===== config.mk =====
export PLATFORM = sky130hd
export DESIGN_NAME = fetch_stage
export DESIGN_NICKNAME = d
export VERILOG_FILES = /design/src/rtl/fetch_stage.sv
export SDC_FILE = /design/constraint.sdc
export NUM_CORES = 1
export LEC_CHECK = 0
export ABC_AREA = 1
export BUFFER_PORTS_ARGS = -buffer_cell sky130_fd_sc_hd__buf_2
export CAP_MARGIN = 5
export CELL_PAD_IN_SITES_DETAIL_PLACEMENT = 1
export CELL_PAD_IN_SITES_GLOBAL_PLACEMENT = 1
export CORE_MARGIN = 5
export CORE_UTILIZATION = 35
export CTS_BUF_LIST = sky130_fd_sc_hd__clkbuf_8
export DETAILED_ROUTE_END_ITERATION = 10
export GPL_ROUTABILITY_DRIVEN = 0
export PLACE_DENSITY = 0.88
export SETUP_SLACK_MARGIN = 0.1
export SYNTH_ARGS = -nofsm -noshare
export SYNTH_HDL_FRONTEND = slang
export SYNTH_SLANG_ARGS = --single-unit

===== constraint.sdc =====
create_clock -name CLK -period 2.12 [get_ports CLK]
set_input_delay 0.106 -clock CLK [delete_from_list [all_inputs] [get_ports CLK]]
set_output_delay 0.106 -clock CLK [all_outputs]
set_load 0.03 [all_outputs]

===== src/rtl/fetch_stage.sv =====
// IF stage: drives the instruction cache, tracks the PC and owns the IF/ID latch.
// Define FETCH_BUF_EN to add a one-entry buffer that keeps a word returned during a stall.
module fetch_stage #(
    parameter logic [31:0] PC_INIT = 32'h00000000
) (
    input  logic        CLK,
    input  logic        nRST,
    input  logic        ihit,
    input  logic [31:0] imemload,
    output logic        imemREN,
    output logic [31:0] imemaddr,
    input  logic        redirect,
    input  logic [31:0] PCSrc,
    input  logic        stall,
    input  logic        flush,
    input  logic        halt,
    output logic [31:0] instru,
    output logic [31:0] nPC,
    output logic        valid
);

    localparam logic [1:0] FETCH  = 2'd0;
    localparam logic [1:0] HOLD   = 2'd1;
    localparam logic [1:0] HALTED = 2'd2;

    logic [1:0]  r_state;
    logic [31:0] r_pc;
    logic [31:0] r_instru;
    logic [31:0] r_npc;
    logic        r_valid;
`ifdef FETCH_BUF_EN
    logic [31:0] r_buf_word;
    logic [31:0] r_buf_npc;
    logic        r_buf_full;
`endif

    logic [31:0] w_pc_inc;
    logic        w_hit;

    assign w_pc_inc = r_pc + 32'd4;
    assign w_hit    = (r_state == FETCH) && ihit;

    assign imemREN  = (r_state == FETCH);
    assign imemaddr = r_pc;
    assign instru   = r_instru;
    assign nPC      = r_npc;
    assign valid    = r_valid;

    // Priority: halt > redirect > flush > stall > normal fetch; HALTED is left only by reset.
    always_ff @(posedge CLK or negedge nRST) begin
        if (!nRST) begin
            r_state    <= FETCH;
            r_pc       <= PC_INIT;
            r_instru   <= 32'd0;
            r_npc      <= 32'd0;
            r_valid    <= 1'b0;
`ifdef FETCH_BUF_EN
            r_buf_word <= 32'd0;
            r_buf_npc  <= 32'd0;
            r_buf_full <= 1'b0;
`endif
        end else if (r_state != HALTED) begin
            if (halt) begin
                r_state  <= HALTED;
                r_instru <= 32'd0;
                r_npc    <= 32'd0;
                r_valid  <= 1'b0;
`ifdef FETCH_BUF_EN
                r_buf_full <= 1'b0;
`endif
            end else if (redirect) begin
                // Any word returned this cycle belongs to the wrong path and is dropped.
                r_state  <= FETCH;
                r_pc     <= PCSrc;
                r_instru <= 32'd0;
                r_npc    <= 32'd0;
                r_valid  <= 1'b0;
`ifdef FETCH_BUF_EN
                r_buf_full <= 1'b0;
`endif
            end else if (flush) begin
                r_state  <= FETCH;
                r_instru <= 32'd0;
                r_npc    <= 32'd0;
                r_valid  <= 1'b0;
                if (w_hit) begin
                    r_pc <= w_pc_inc;
                end
`ifdef FETCH_BUF_EN
                r_buf_full <= 1'b0;
`endif
            end else if (stall) begin
`ifdef FETCH_BUF_EN
                if (w_hit && !r_buf_full) begin
                    r_buf_word <= imemload;
                    r_buf_npc  <= w_pc_inc;
                    r_buf_full <= 1'b1;
                    r_pc       <= w_pc_inc;
                    r_state    <= HOLD;
                end
`endif
            end else if (r_state == HOLD) begin
                // PC already moved past the buffered word when it was captured.
`ifdef FETCH_BUF_EN
                r_instru   <= r_buf_word;
                r_npc      <= r_buf_npc;
                r_valid    <= 1'b1;
                r_buf_full <= 1'b0;
`endif
                r_state <= FETCH;
            end else if (w_hit) begin
                r_instru <= imemload;
                r_npc    <= w_pc_inc;
                r_valid  <= 1'b1;
                r_pc     <= w_pc_inc;
            end else begin
                r_instru <= 32'd0;
                r_valid  <= 1'b0;
            end
        end
    end

endmodule


Yosys cells after proc, flatten, opt, wreduce, memory -nomap -nowiden
Index checks and enable logic that the tools add are counted. Widths: inputs -> output; s select.

Add/subtract/negate cells: 1. Equality and inequality tests: 6. Mux-type cells: 28. Bitwise gates (word level): 1. Reduce and logical (&&, ||, !) cells: 8.

Operator list (number): $mux 32 (17); $add 32x3->32 const B (1); $mux 2 (5); $reduce_and 4->1 (2); $reduce_bool 4->1 (2); $mux 1 (6); $reduce_and 3->1 (2); $ne 4x2->1 const B (1); $ne 4x4->1 const B (1); $ne 3x2->1 const B (1); $ne 3x3->1 const B (1); $eq 2x1->1 const B (1); $logic_not 2->1 (1); $ne 2x2->1 const B (1); $logic_and 1x1->1 (1); $not 1->1 (1).

Register bits: 99. Bits of input ports: 71. Output and inout bits: 98. Word-level logic and storage cells: 49.

Longest topological paths before layout
Depth after elaboration: 8. Gate-level depth with buffers: 10. Mapped depth without buffers: 10.

Worst setup path after synthesis
No wires, ideal clock.

Path type: register to register. From: register r_pc[2] (netlist: imemaddr[2]). To: register r_npc[18] (netlist: nPC[18]). Library setup time: 83 ps. Arrival time: 1634 ps. Data required time: 2037 ps. Setup slack: 404 ps. Cell stages (with the launch flop): 9. Buffers on the path: 0. Period minus slack after synthesis: 1716 ps. Cell sequence: dfrtp_1 > ha_1 > nand2_1 > nor2_2 > nand2_2 > nor2_2 > nand2_1 > and2_1 > o21ai_0.

Longest elaborated chain between the ends: 7.

Ends and longest elaborated chain: start: declaration (RTL line 27) `logic [31:0] r_pc;`; start signal: assignment (RTL line 74) `r_pc <= PCSrc;`; start signal: assignment (RTL line 87) `r_pc <= w_pc_inc;`; start signal: assignment (RTL line 115) `r_pc <= w_pc_inc;`; $add 32x3->32 (RTL line 40) `assign w_pc_inc = r_pc + 32'd4;`; $mux 32 (RTL line 111) `end else if (w_hit) begin`; $mux 32 (RTL line 102) `end else if (r_state == HOLD) begin`; $mux 32 (RTL line 92) `end else if (stall) begin`; $mux 32 (RTL line 81) `end else if (flush) begin`; $mux 32 (RTL line 71) `end else if (redirect) begin`; $mux 32 (RTL line 63) `if (halt) begin`; end signal: assignment (RTL line 113) `r_npc <= w_pc_inc;`; end: declaration (RTL line 29) `logic [31:0] r_npc;`.

Every way passes these cells. The select of a mux whose other input is x is not followed. A chain may end at the register's enable or synchronous reset.

Worst setup path in the final report
From: register r_pc[2] (netlist: imemaddr[2]). To: register r_npc[16] (netlist: nPC[16]).

Same word-level chain as after synthesis.

==> Flow_metrics.wiki <==
{| class="wikitable"
! Metric !! Value
|-
| Outcome || finished clean
|-
| Htree depth || 3
|-
| Floorplan Core Area || 0.0138 mm^2
|-
| Met3 track demand over resource || 0.0300
|-
| Number of vias in the routed layout || 5090
|-
| Primary flip-flop cell chosen by synthesis mapping || sky130_fd_sc_hd__dfrtp_1
|-
| Half-perimeter wire length after placement || 12400 um
|-
| Kind of capture point of the worst setup path || flip-flop
|-
| Pin count of the biggest net entering global routing || 50
|-
| Ports || 169
|-
| Fill cell total of the finished layout || 1778
|-
| Power per cell area || 701 mW/mm^2
|-
| Adder and majority gate portion of the synthesized area || 0.00256
|-
| Post-CTS Repair Setup Buffers || 0
|-
| End of the worst hold path || imemaddr[12]$_DFFE_PN0P_
|-
| Clock Skews || 8.36 ps
|-
| Total Nets Final || 958
|-
| Total count of max-transition violations in the final report || 0
|-
| DIE AREA || 0.0164 mm^2
|-
| Number of diodes || 0
|-
| Number of antenna-violating nets in the routed design || 0
|-
| Clock-pin slew on the worst setup and hold paths || 100 ps
|-
| Most instantiated library cell after synthesis || sky130_fd_sc_hd__nand2_1
|-
| Peak supply drop || 0.311 mV
|-
| Multiplexer area fraction after synthesis || 0.00460
|-
| Effective utilization at floorplan || 0.355
|-
| Std-Cell Rows || 43
|-
| Worst r2r src || imemaddr[2]$_DFFE_PN0P_
|-
| Critical path type || flip-flop to flip-flop
|-
| Final Cell Area || 0.00657 mm^2
|-
| Share of synthesized cell area in and, or, nand and nor gates || 0.374
|-
| Avg Synthesized Cell Area || 7.18 um^2
|-
| Die width || 128 um
|-
| Crit path required time || 2420 ps
|-
| Clock tree from TritonCTS || yes
|-
| Type of origin of the critical path || flip-flop
|-
| Synth warn || 0
|-
| Compound-cell area share of the yosys netlist || 0.0496
|-
| Unrepaired setup endpoints after global routing || no
|-
| Xor and xnor area share after synthesis || 0.0125
|-
| Hold Path Depth || 3
|-
| Avg WL per Cell || 16.3 um
|-
| Total of cells resized after clock tree synthesis || 0
|-
| Leakage power total || 3.73 nW
|-
| Final global-route overflow total || 0
|-
| Maximum clock insertion buffer count || 2
|-
| Worst-Margin Slew || 538 ps
|-
| Final min period || 1780 ps
|-
| TritonCTS buffer count || 9
|-
| Slew headroom || 0.641
|-
| Max Freq || 0.562 GHz
|-
| Arrival time worst endpoint || 2080 ps
|-
| Number of I/O port buffers || 168
|-
| Filler-free cell count of the finished design || 1071
|-
| Depth of the most critical reg-to-reg path || 8
|-
| Library cell used as clock root buffer || sky130_fd_sc_hd__clkbuf_8
|-
| Area of all sequential standard cells || 0.00245 mm^2
|-
| Number of global-route vias before repair || 5431
|-
| WL final || 17500 um
|-
| Final routed DRC violation total || 0
|-
| Multi-input gate area || 0.00217 mm^2
|-
| Num Clock Sinks || 98
|-
| Number of cells in the design after placement || 1015
|-
| CP Max Fanout || 5
|-
| Number of antenna violations at the first check in global routing || 0
|-
| Post-synthesis cell type count || 29
|-
| Most Crowded Layer GR || met2
|-
| Netlist area before placement || 0.00489 mm^2
|-
| Max-cap violations || 0
|-
| Die Y || 128 um
|-
| Number of DRC markers after the initial detailed-route iteration || 310
|-
| Worst Hold Slack || 31.5 ps
|-
| Cell types occupying the most area after synthesis || sky130_fd_sc_hd__dfrtp_1 (50%), sky130_fd_sc_hd__nand2_1 (26%), sky130_fd_sc_hd__nor2_1 (6.3%)
|-
| Cell count after synthesis || 681
|-
| Post-layout util || 0.477
|-
| Share of Yosys cell area claimed by the top area cell type || 0.501
|-
| Number of failing hold endpoints at the final stage || 0
|-
| Number of detailed-route iterations in the first pass || 4
|-
| Syn_nets || 753
|-
| Met2 demand-to-capacity share in global routing || 0.359
|-
| Clk Latency, worst-skew pair || 380 ps
|-
| Synth cell count leaders || sky130_fd_sc_hd__nand2_1 (337), sky130_fd_sc_hd__dfrtp_1 (98), sky130_fd_sc_hd__nor2_1 (82)
|-
| Worst Hold Launch || PCSrc[12]
|-
| Flip-flop and latch count after synthesis || 98
|-
| Wire length of the first global-routing pass || 28200 um
|-
| Post-synth top area cell || sky130_fd_sc_hd__dfrtp_1
|-
| Total negative slack for setup checks || 0 ps
|-
| Signed area change from the synthesized netlist to the final layout || 34.3%
|-
| Via count normalized by instance count || 4.75
|-
| Critical register-to-register path endpoint || nPC[16]$_DFFE_PN0P_
|-
| Number of enable flip-flop cells after synthesis || 0
|-
| Worst min-delay path class || primary input to flip-flop
|-
| Fraction of synthesis flops using an asynchronous set or reset pin || 1.00
|-
| R2r setup slk || 340 ps
|-
| Number of endpoints failing setup at the final stage || 0
|-
| Final period util || 0.839
|-
| Fraction of the yosys area taken by sequential cells || 0.501
|-
| Placement-stage cell area || 0.00593 mm^2
|-
| Global routing usage on met1 || 0.293
|-
| Global Route Usage Sum || 0.216
|-
| Share of final-layout standard cells stronger than drive strength 1 || 0.233
|-
| Largest family of logic cells by synthesized area || simple AND/OR/NAND/NOR gates
|}
[worst max path at each step]
stage	end	slack, ps	from
floorplan	nPC[18]$_DFFE_PN0P_	400	imemaddr[2]$_DFFE_PN0P_
global placement	nPC[14]$_DFFE_PN0P_	370	imemaddr[2]$_DFFE_PN0P_
detailed placement	nPC[16]$_DFFE_PN0P_	340	imemaddr[2]$_DFFE_PN0P_
CTS	nPC[16]$_DFFE_PN0P_	320	imemaddr[2]$_DFFE_PN0P_
global route	imemaddr[28]$_DFFE_PN0P_	130	imemaddr[2]$_DFFE_PN0P_
finish	nPC[16]$_DFFE_PN0P_	340	imemaddr[2]$_DFFE_PN0P_
[flip-flops by register name, indices dropped and copies added, names as in the netlist]
name      flops
imemaddr     32
instru       32
valid         1
nPC          32
r_state       1
[what timing repair did]
item | in CTS | in global routing
hold buffers | 40 | 0
setup endpoints to repair | 0 | 0
hold endpoints to repair | 69 | 0
[final cells by class]
| cell class | count | area share |
|---|---|---|
| Multi-Input combinational cell | 518 | 0.330 |
| Timing Repair Buffer | 218 | 0.203 |
| Tap cell | 180 | 0.0343 |
| Inverter | 41 | 0.0234 |
| Sequential cell | 98 | 0.373 |
| Clock buffer | 9 | 0.0188 |
| Clock inverter | 7 | 0.0177 |
[power by group]
group	switching, mW	internal [mW]	total, mW	leakage, nW
sequential	0.156	1.99	2.15	1.31
clock	0.706	0.784	1.49	0.120
combinational	0.641	0.330	0.970	2.30
total	1.50	3.10	4.61	3.73
[kinds of logic after synthesis]
| family | Yosys count |
|---|---|
| adder cells (fa/ha/maj) | 1 |
| multiplexers | 2 |
| AO/OA/AOI/OAI | 44 |
| buffers and inverters | 65 |
| flip-flops | 98 |
| XOR/XNOR | 7 |
| AND/OR/NAND/NOR | 464 |
[cell usage in the layout (no fill, tap or decap), types with 2 or more instances in the layout]
master / instances
sky130_fd_sc_hd__nand2_1: 337
sky130_fd_sc_hd__buf_2: 167
sky130_fd_sc_hd__dfrtp_1: 98
sky130_fd_sc_hd__nor2_1: 82
sky130_fd_sc_hd__dlygate4sd3_1: 40
sky130_fd_sc_hd__inv_1: 38
sky130_fd_sc_hd__o21ai_0: 31
sky130_fd_sc_hd__nand3_1: 29
sky130_fd_sc_hd__buf_4: 10
sky130_fd_sc_hd__clkbuf_8: 9
sky130_fd_sc_hd__and2_1: 6
sky130_fd_sc_hd__a21oi_1: 6
sky130_fd_sc_hd__xnor2_1: 5
sky130_fd_sc_hd__nor2_2: 3
sky130_fd_sc_hd__inv_2: 3
sky130_fd_sc_hd__bufinv_16: 3
sky130_fd_sc_hd__nand2_2: 2
sky130_fd_sc_hd__nand3b_1: 2
sky130_fd_sc_hd__xor2_1: 2
sky130_fd_sc_hd__mux2_2: 2
sky130_fd_sc_hd__o211ai_1: 2
sky130_fd_sc_hd__a31oi_1: 2
sky130_fd_sc_hd__clkinv_2: 2
[stage by stage]
stage	power (mW)	worst slack, ps
after floorplan	2.70	404
after global placement	3.07	373
after detailed placement	3.09	341
after CTS	4.65	318
after global routing	4.85	127
final	4.61	342
[critical path, cell delays in order, from the launching register on]
cell,delay (ps)
sky130_fd_sc_hd__dfrtp_1,420
sky130_fd_sc_hd__ha_1,210
sky130_fd_sc_hd__nand2_1,70
sky130_fd_sc_hd__nor2_2,200
sky130_fd_sc_hd__nand2_1,160
sky130_fd_sc_hd__nor2_1,230
sky130_fd_sc_hd__nand2_1,100
sky130_fd_sc_hd__and2_1,170
sky130_fd_sc_hd__o21ai_0,150
[routing by layer]
layer,vias up,part of all wire
met5,-,0
met4,0,0.011
met3,11,0.061
met2,143,0.48
met1,2443,0.45
li1,2493,-
No activity file was read; power rests on OpenSTA's default activity.
